===== src/rtl/uart_pkg.sv =====
// rtl/uart_pkg.sv - shared UART types and frame constants
// UART_TX_PARITY_EN adds the PARITY state to the transmitter FSM encoding.
package uart_pkg;

  localparam int   UART_CLKS_PER_BIT = 868;
  localparam logic UART_START_BIT    = 1'b0;
  localparam logic UART_STOP_BIT     = 1'b1;

`ifdef UART_TX_PARITY_EN
  typedef enum logic [2:0] {
    IDLE   = 3'd0,
    START  = 3'd1,
    DATA   = 3'd2,
    PARITY = 3'd3,
    STOP   = 3'd4
  } uart_tx_state_t;
`else
  typedef enum logic [1:0] {
    IDLE  = 2'd0,
    START = 2'd1,
    DATA  = 2'd2,
    STOP  = 2'd3
  } uart_tx_state_t;
`endif

endpackage


===== src/rtl/uart_baud_cnt.sv =====
// rtl/uart_baud_cnt.sv - bit-period cycle counter shared by the UART paths
// Counts 0..CLKS_PER_BIT-1 while clr is low; bit_end marks the last cycle of a bit.
module uart_baud_cnt #(
  parameter int CLKS_PER_BIT = 868
) (
  input  logic clk,
  input  logic rst,
  input  logic clr,
  output logic bit_end
);

  localparam int              W    = $clog2(CLKS_PER_BIT);
  localparam logic [W-1:0]    LAST = W'(CLKS_PER_BIT - 1);

  logic [W-1:0] cnt;

  always_ff @(posedge clk) begin
    if (rst || clr) begin
      cnt <= '0;
    end else if (cnt == LAST) begin
      cnt <= '0;
    end else begin
      cnt <= cnt + W'(1);
    end
  end

  assign bit_end = !clr && (cnt == LAST);

endmodule


===== src/rtl/uart_tx.sv =====
// rtl/uart_tx.sv - 8N1 UART transmitter with registered serial output
// Defining UART_TX_PARITY_EN inserts an even-parity bit (8E1).
module uart_tx
  import uart_pkg::*;
#(
  parameter int CLKS_PER_BIT = UART_CLKS_PER_BIT,
  parameter int DATA_BITS    = 8
) (
  input  logic                 clk,
  input  logic                 rst,
  input  logic                 tx_start,
  input  logic [DATA_BITS-1:0] tx_data,
  output logic                 tx,
  output logic                 tx_busy,
  output logic                 tx_done
);

  localparam int             IW       = (DATA_BITS > 1) ? $clog2(DATA_BITS) : 1;
  localparam logic [IW-1:0]  LAST_IDX = IW'(DATA_BITS - 1);

  uart_tx_state_t       state, state_n;
  logic [DATA_BITS-1:0] shift_reg, shift_n;
  logic [IW-1:0]        bit_idx, idx_n;
  logic                 tx_q, tx_n;
  logic                 busy_q, done_q, done_n;
  logic                 bit_end;
`ifdef UART_TX_PARITY_EN
  logic                 parity_q, parity_n;
`endif

  uart_baud_cnt #(
    .CLKS_PER_BIT(CLKS_PER_BIT)
  ) u_baud_cnt (
    .clk    (clk),
    .rst    (rst),
    .clr    (state == IDLE),
    .bit_end(bit_end)
  );

  always_ff @(posedge clk) begin
    if (rst) begin
      state     <= IDLE;
      shift_reg <= '0;
      bit_idx   <= '0;
      tx_q      <= UART_STOP_BIT;
      busy_q    <= 1'b0;
      done_q    <= 1'b0;
`ifdef UART_TX_PARITY_EN
      parity_q  <= 1'b0;
`endif
    end else begin
      state     <= state_n;
      shift_reg <= shift_n;
      bit_idx   <= idx_n;
      tx_q      <= tx_n;
      busy_q    <= (state_n != IDLE);
      done_q    <= done_n;
`ifdef UART_TX_PARITY_EN
      parity_q  <= parity_n;
`endif
    end
  end

  always_comb begin
    state_n = state;
    shift_n = shift_reg;
    idx_n   = bit_idx;
    done_n  = 1'b0;
    tx_n    = UART_STOP_BIT;
`ifdef UART_TX_PARITY_EN
    parity_n = parity_q;
`endif

    case (state)
      IDLE: begin
        if (tx_start) begin
          state_n = START;
          shift_n = tx_data;
          idx_n   = '0;
`ifdef UART_TX_PARITY_EN
          parity_n = ^tx_data;
`endif
        end
      end
      START: begin
        if (bit_end) state_n = DATA;
      end
      DATA: begin
        if (bit_end) begin
          shift_n = shift_reg >> 1;
          if (bit_idx == LAST_IDX) begin
            idx_n = '0;
`ifdef UART_TX_PARITY_EN
            state_n = PARITY;
`else
            state_n = STOP;
`endif
          end else begin
            idx_n = bit_idx + IW'(1);
          end
        end
      end
`ifdef UART_TX_PARITY_EN
      PARITY: begin
        if (bit_end) state_n = STOP;
      end
`endif
      STOP: begin
        if (bit_end) begin
          state_n = IDLE;
          done_n  = 1'b1;
        end
      end
      default: state_n = IDLE;
    endcase

    // tx is computed for the state being entered so the output register lines up with it
    case (state_n)
      START:   tx_n = UART_START_BIT;
      DATA:    tx_n = shift_n[0];
`ifdef UART_TX_PARITY_EN
      PARITY:  tx_n = parity_n;
`endif
      default: tx_n = UART_STOP_BIT;
    endcase
  end

  assign tx      = tx_q;
  assign tx_busy = busy_q;
  assign tx_done = done_q;

endmodule


===== config.mk =====
export PLATFORM = sky130hd
export DESIGN_NAME = uart_tx
export DESIGN_NICKNAME = d
export VERILOG_FILES = /design/src/rtl/uart_pkg.sv /design/src/rtl/uart_baud_cnt.sv /design/src/rtl/uart_tx.sv
export SDC_FILE = /design/constraint.sdc
export NUM_CORES = 1
export LEC_CHECK = 0
export CORE_UTILIZATION = 40
export CTS_BUF_LIST = sky130_fd_sc_hd__clkbuf_4 sky130_fd_sc_hd__clkbuf_8
export DETAILED_ROUTE_END_ITERATION = 16
export GPL_ROUTABILITY_DRIVEN = 0
export SLEW_MARGIN = 10
export SYNTH_ARGS = -nofsm -noshare
export SYNTH_HDL_FRONTEND = slang
export SYNTH_SLANG_ARGS = --single-unit

===== constraint.sdc =====
create_clock -name clk -period 2.45 [get_ports clk]
set_clock_uncertainty 0.15 [all_clocks]
set_input_delay 0.3675 -clock clk [delete_from_list [all_inputs] [get_ports clk]]
set_output_delay 0.3675 -clock clk [all_outputs]
set_load 0.05 [all_outputs]

==> results.cfg <==
[global_routing]
grt_max_degree = 18
antenna_found_initial = 0
grt_overflow = 0
wire_length_of_the_first_global_routing_pass_um = 3370
gr-usage-all-layers_pct = 15.7
grt_pass1_vias = 799

[setup_path]
cpMostUsedCell = or4_1
timing.critical_path.slowest_stage_cell = or4_1
timing.critical_path.cells = or4_1 > or4_1 > xnor2_2 > nand4b_1 > o31a_1
critical_path.startpoint_type = register
critical_path_buf_inv_count = 0
critPathKind = reg2reg
cp.required_ns = 2.53
worst_path_dominant_cell_family = simple AND/OR/NAND/NOR gates
setup.worst_path.start = u_baud_cnt.cnt[3]
critPathMaxFanout = 6
worst_r2r_startpoint = u_baud_cnt.cnt[3]
timing.reg2reg.setup_slack_ns = 0.18
worstSetupEndpoint = tx
worst_path_largest_cell_delay_ns = 0.66
sort_of_element_at_the_end_of_the_critical_path = register
worst_r2r_endpoint = tx
r2r_cells = 5
worstPathArrival_ns = 2.35
critical_path_cell_count = 5

[timing]
drv_slew = 0
report.final.hold_viol_count = 0
fin_setup_tns_ns = 0
timing.max_slew.rel_slack_pct = 67.3
worstMarginPinSlew_ns = 0.488
max_clock_freq_ghz = 0.441
grt_setup_unrepaired = false
setup_viol = 0
fin_hold_ws_ns = 0.317
finalCriticalPeriod_ns = 2.27
min_period_over_period_pct = 92.7

[die]
std_cell_rows = 18
floorplan.die_area_um2 = 3020
ports = 14
die_width_um = 55.0
initial_core_util_pct = 43.7
fp.coreArea_um2 = 2570
die_h_um = 55.0

[power]
pleak_uw = 0.000469
post-layout-total-power_uw = 733
ir_drop_mv = 0.413
pwr_density_cell_nw_per_um2 = 548

[cts]
numCtsBuffers = 3
cts.sinks = 26
cts_buffer_depth = 2
clock_insertion_delay_worst_skew_ns = 0.32
cts-htree-levels = 1
cts-root-buf = clkbuf_4
cts.repair_timing.setup_buffer_count = 0
cts_resized = 0
cts_tree = done
cts_hold_fix_bufs = 0
clkTransAtPathRegs_ns = 0.14

[synth]
ys_seq_area_share_pct = 46.4
synthesis.area_per_instance_um2 = 8.63
netlist_area_um2 = 1120
yosys_warnings = 0
synth_cells = 130
count_of_different_cell_masters_after_synthesis = 30
mappedNetlistNets = 144
ys_ff_latch = 26

[routing]
vias = 929
detail_route.iter0.violations = 17
detail_route.drc_violations = 0
post_drt_wl_per_cell_um = 12.1
vias_per_std_cell = 5.34
antenna_left = 0
first_pass_iters = 4
routed_wl_um = 2100

[hold_path]
hp-class = reg2reg

[outcome]
result_of_the_run = complete, no violations

[placement]
place_hpwl_um = 1570
postPlaceCellArea_um2 = 1290
placed_cells = 170
buffers_on_ports = 13

[cells_and_area]
layoutNonFillerInstCount = 174
finalNetCount = 159
final_cell_area_um2 = 1340
post_route_cells_drive_above_1_share_pct = 7.64
largest_reg_flops = 10
syn2layout_area_growth_pct = 19.1
number_of_antenna_diodes = 0

[run]
cap_viol_max_count = 0
how the worst min path moves through the flow:
stage	start	endpoint	slack, ns	cells past startpoint
after floorplan	u_baud_cnt.cnt[0]	u_baud_cnt.cnt[0]	0.28	1
after global placement	shift_reg[2]	shift_reg[2]	0.29	2
after detailed placement	bit_idx[1]	bit_idx[1]	0.30	2
after CTS	bit_idx[1]	bit_idx[1]	0.32	2
after global routing	shift_reg[3]	shift_reg[3]	0.34	2
final	bit_idx[1]	bit_idx[1]	0.32	2
layout by cell type, fill, tap and decap left out, types with 4 or more instances in the layout:
| cell type | synthesis | layout |
|---|---|---|
| inv_1 | 4 | 4 |
| dfxtp_1 | 26 | 26 |
| nand3_1 | 5 | 5 |
| xnor2_1 | 6 | 5 |
| buf_4 | 0 | 4 |
| nand2_1 | 15 | 15 |
| a21oi_1 | 10 | 10 |
| a22oi_1 | 7 | 7 |
| clkdlybuf4s50_1 | 0 | 13 |
| nor2_1 | 18 | 18 |
worst register-to-register path, cell delays in order (launching register included):
cell      delay [ns]
dfxtp_1         0.36
or4_1           0.66
or4_1           0.59
xnor2_2         0.19
nand4b_1        0.11
o31a_1          0.12
area by class of cell:
type | instances | area, um^2
flip-flops and latches | 26 | 520
well taps | 30 | 37.5
inverters | 4 | 15.0
multi-input cells | 93 | 567
clock buffers | 4 | 36.3
repair buffers | 17 | 160
fillers | 272 | 1230
Yosys cell counts:
master    number  share of area, %
buf_2          1              0.45
nand3_1        5               2.2
a22oi_1        7               4.7
nand2b_1       1              0.56
or4_1          3               2.0
inv_1          4               1.3
o311ai_0       1              0.78
nand4b_1       1              0.78
clkbuf_1       6               2.0
nor4_1         1              0.56
nor2_2         1              0.56
or3_1          2               1.1
nor3_1         2              0.89
dfxtp_1       26                46
xnor2_1        6               4.7
nor4_4         1               1.9
and3_1         2               1.1
o31ai_1        1              0.67
a221oi_1       1              0.78
ha_1           3               3.3
o21ai_0        1              0.45
xor2_1         3               2.3
o311ai_1       1              0.78
nor2_1        18               6.0
nand2_1       15               5.0
nand4_1        2               1.1
o31a_1         1              0.78
nor2b_1        3               1.7
and2_1         1              0.56
a21oi_1       10               4.5
cell families (layout without fill, tap and decap cells):
logic type / Yosys count / count (layout) / synth area share [%]
AO/OA/AOI/OAI: 23 / 23 / 13.4
XOR/XNOR: 9 / 9 / 7.02
adder cells (fa/ha/maj): 3 / 3 / 3.34
buffers and inverters: 11 / 25 / 3.79
flip-flops: 26 / 26 / 46.4
AND/OR/NAND/NOR: 58 / 58 / 26.1
power breakdown:
| part | switching (uW) | internal [uW] | leakage, uW |
|---|---|---|---|
| Combinational | 38.2 | 36.5 | 0.000236 |
| Sequential | 7.98 | 435 | 0.000212 |
| Clock | 124 | 90.8 | 0.0000210 |
routing by layer:
| layer | GRT usage (%) | wire (um) | vias up |
|---|---|---|---|
| met4 | 6.25 | 15 | 0 |
| met1 | 21.2 | 1030 | 432 |
| met2 | 24.9 | 977 | 18 |
| met3 | 2.46 | 80 | 2 |
| li1 | - | - | 477 |
| met5 | 0 | 0 | - |
stage by stage:
step | util [%] | setup slack (ns)
2_1_floorplan | - | 0.279
3_3_place_gp | 50.3 | 0.212
3_5_place_dp | 50.3 | 0.154
4_1_cts | 51.8 | 0.150
5_1_grt | 52.0 | 0.0244
6_report | 52.0 | 0.180
Power figures use the tool's default switching activity.
==> RTL edit: new RTL, config.mk and constraints unchanged <==
The package constant `UART_CLKS_PER_BIT` goes from 868 to 1736.
--- a/src/rtl/uart_pkg.sv
+++ b/src/rtl/uart_pkg.sv
@@ -2,7 +2,7 @@
 // UART_TX_PARITY_EN adds the PARITY state to the transmitter FSM encoding.
 package uart_pkg;
 
-  localparam int   UART_CLKS_PER_BIT = 868;
+  localparam int   UART_CLKS_PER_BIT = 1736;
   localparam logic UART_START_BIT    = 1'b0;
   localparam logic UART_STOP_BIT     = 1'b1;
 
Function: same outputs for any inputs over 10 cycles, from zero or initial values and one cycle with rst high; that may be too few to reach the edited logic, so the function may still have changed.
==> RTL edit against the original RTL <==
  * Wire length is essentially flat
  * Critical path type unchanged
  * Setup slack gained 230 ps
  * Final area grew 2.9%
  * Synthesized area grew 5.5%
  * Sequential cell count grew 1
  * Power shrank 1.2%
  * Largest power group unchanged
  * Non-clock buffer count grew 1
  * Maximum frequency grew 11%
  * Largest cell class unchanged
==> RTL edit: results <==
[outcome]
status = "completed"

[worst_setup_path]
critPathMaxFanout = 5
critPathArrivalTime_ps = 2160

[final_layout]
largest_register_ffs = 11
final_nets = 161
fill_cells = 262
n_antenna_cell = 0
drive_above_1_share = 0.0753

[synthesis]
synth_cells = 132
yosys_warnings = 0
yosys_most_used_dff = "dfxtp_1"
synth-async-reset-ratio = 0
synth_top_area_frac = 0.457
syn-num-nets = 146
synth_common_cells = "27 x dfxtp_1, 18 x nor2_1, 13 x nand2_1, 11 x a21oi_1, 7 x a22oi_1"
synthTopCellsByArea = "dfxtp_1 46%, nor2_1 5.7%, a21oi_1 4.7%, a22oi_1 4.4%, xnor2_1 4.4%"
synth_cell_types = 32
seq_area_frac_synth = 0.457

[clock_network]
clock_latency_ps = 320
cts_setup_buffers = 0
cts_buffers = 3
cts-resized-gates = 0
path_clk_slew_ps = 150
root_buffer = "clkbuf_4"
h-tree-depth = 1

[sta]
slew_violations = 0
max_slew_margin = 0.674
setup_ws_ps = 410

[route]
wl_mm = 2.10
routed_via_density = 5.30
dr.pass1.iters = 4
wl_per_cell_microns = 11.9
drtIter0Drc = 16

[grt]
overflow = 0
grt_pass1_wl_mm = 3.73
grt_start_max_net_pins = 17
grt_pass1_vias = 893
antenna_found_initial = 0
grt_usage = 0.149

[placement]
dp_cells = 173
numPortBuffers = 13
pre_cts_slack_ps = 309
dp_hpwl_mm = 1.54

[power_and_ir_drop]
irDropWorstVdd_v = 0.000288
leakagePower_uw = 0.000504
==> RTL edit: changes by cell type after synthesis, sizes merged, moves of 2 or more <==
cell / change
and2: +3
and3: +2
and4: +2
buf: +2
inv: -2
nand2: -2
nor3: -2
nor4: -2
o211ai: +2
o311ai: -2
or4: -3
==> RTL edit: layer usage <==
metal / global-route usage / part of all wire
met1: 0.178 / 0.48
met2: 0.252 / 0.47
met3: 0.0369 / 0.030
met4: 0.0697 / 0.016
met5: 0 / 0
==> RTL edit: cell type report <==
type | count | area share
Tap cell | 31 | 0.0282
Sequential cell | 27 | 0.393
Multi-Input combinational cell | 95 | 0.431
Timing Repair Buffer | 18 | 0.122
Clock inverter | 1 | 0.00364
Clock buffer | 3 | 0.0164
Inverter | 2 | 0.00546
==> RTL edit: worst max-delay path, cell delays in order (launching register included) <==
cell     delay, ps
dfxtp_1        410
ha_1           220
and4b_1        290
and4_1         260
nor2_2          50
or4b_1         470
a21oi_1        150
==> RTL edit: report_power, final <==
part           internal (uW)  switching [uW]
combinational           36.2            36.9
sequential               452            7.67
clock                   61.1             130
total                    549             175
==> RTL edit: logic make-up after synthesis <==
group / synth area share
and+or+nand+nor: 0.253
AOI/OAI and AO/OA: 0.143
DFF: 0.457
adders and majority gates: 0.0317
xor gates and xnor gates: 0.0740
buffers and inverters: 0.0423
==> RTL edit: final timing paths <==
| path | start | endpoint | cells past startpoint |
|---|---|---|---|
| max | u_baud_cnt.cnt[0]$_SDFF_PP0_ | bit_idx[0]$_SDFFE_PP0P_ | 6 |
| min | shift_reg[4]$_SDFFE_PP0P_ | shift_reg[4]$_SDFFE_PP0P_ | 2 |
| max reg2reg | u_baud_cnt.cnt[0]$_SDFF_PP0_ | bit_idx[0]$_SDFFE_PP0P_ | 6 |
| min reg2reg | shift_reg[4]$_SDFFE_PP0P_ | shift_reg[4]$_SDFFE_PP0P_ | 2 |
==> RTL edit: per-stage QoR <==
step	utilization	instance area (sq um)	hold WS, ps
3_3_place_gp	0.484	1350	292
5_1_grt	0.494	1380	338
3_5_place_dp	0.484	1350	299
2_1_floorplan	-	1180	280
4_1_cts	0.494	1380	318
6_report	0.494	1380	314
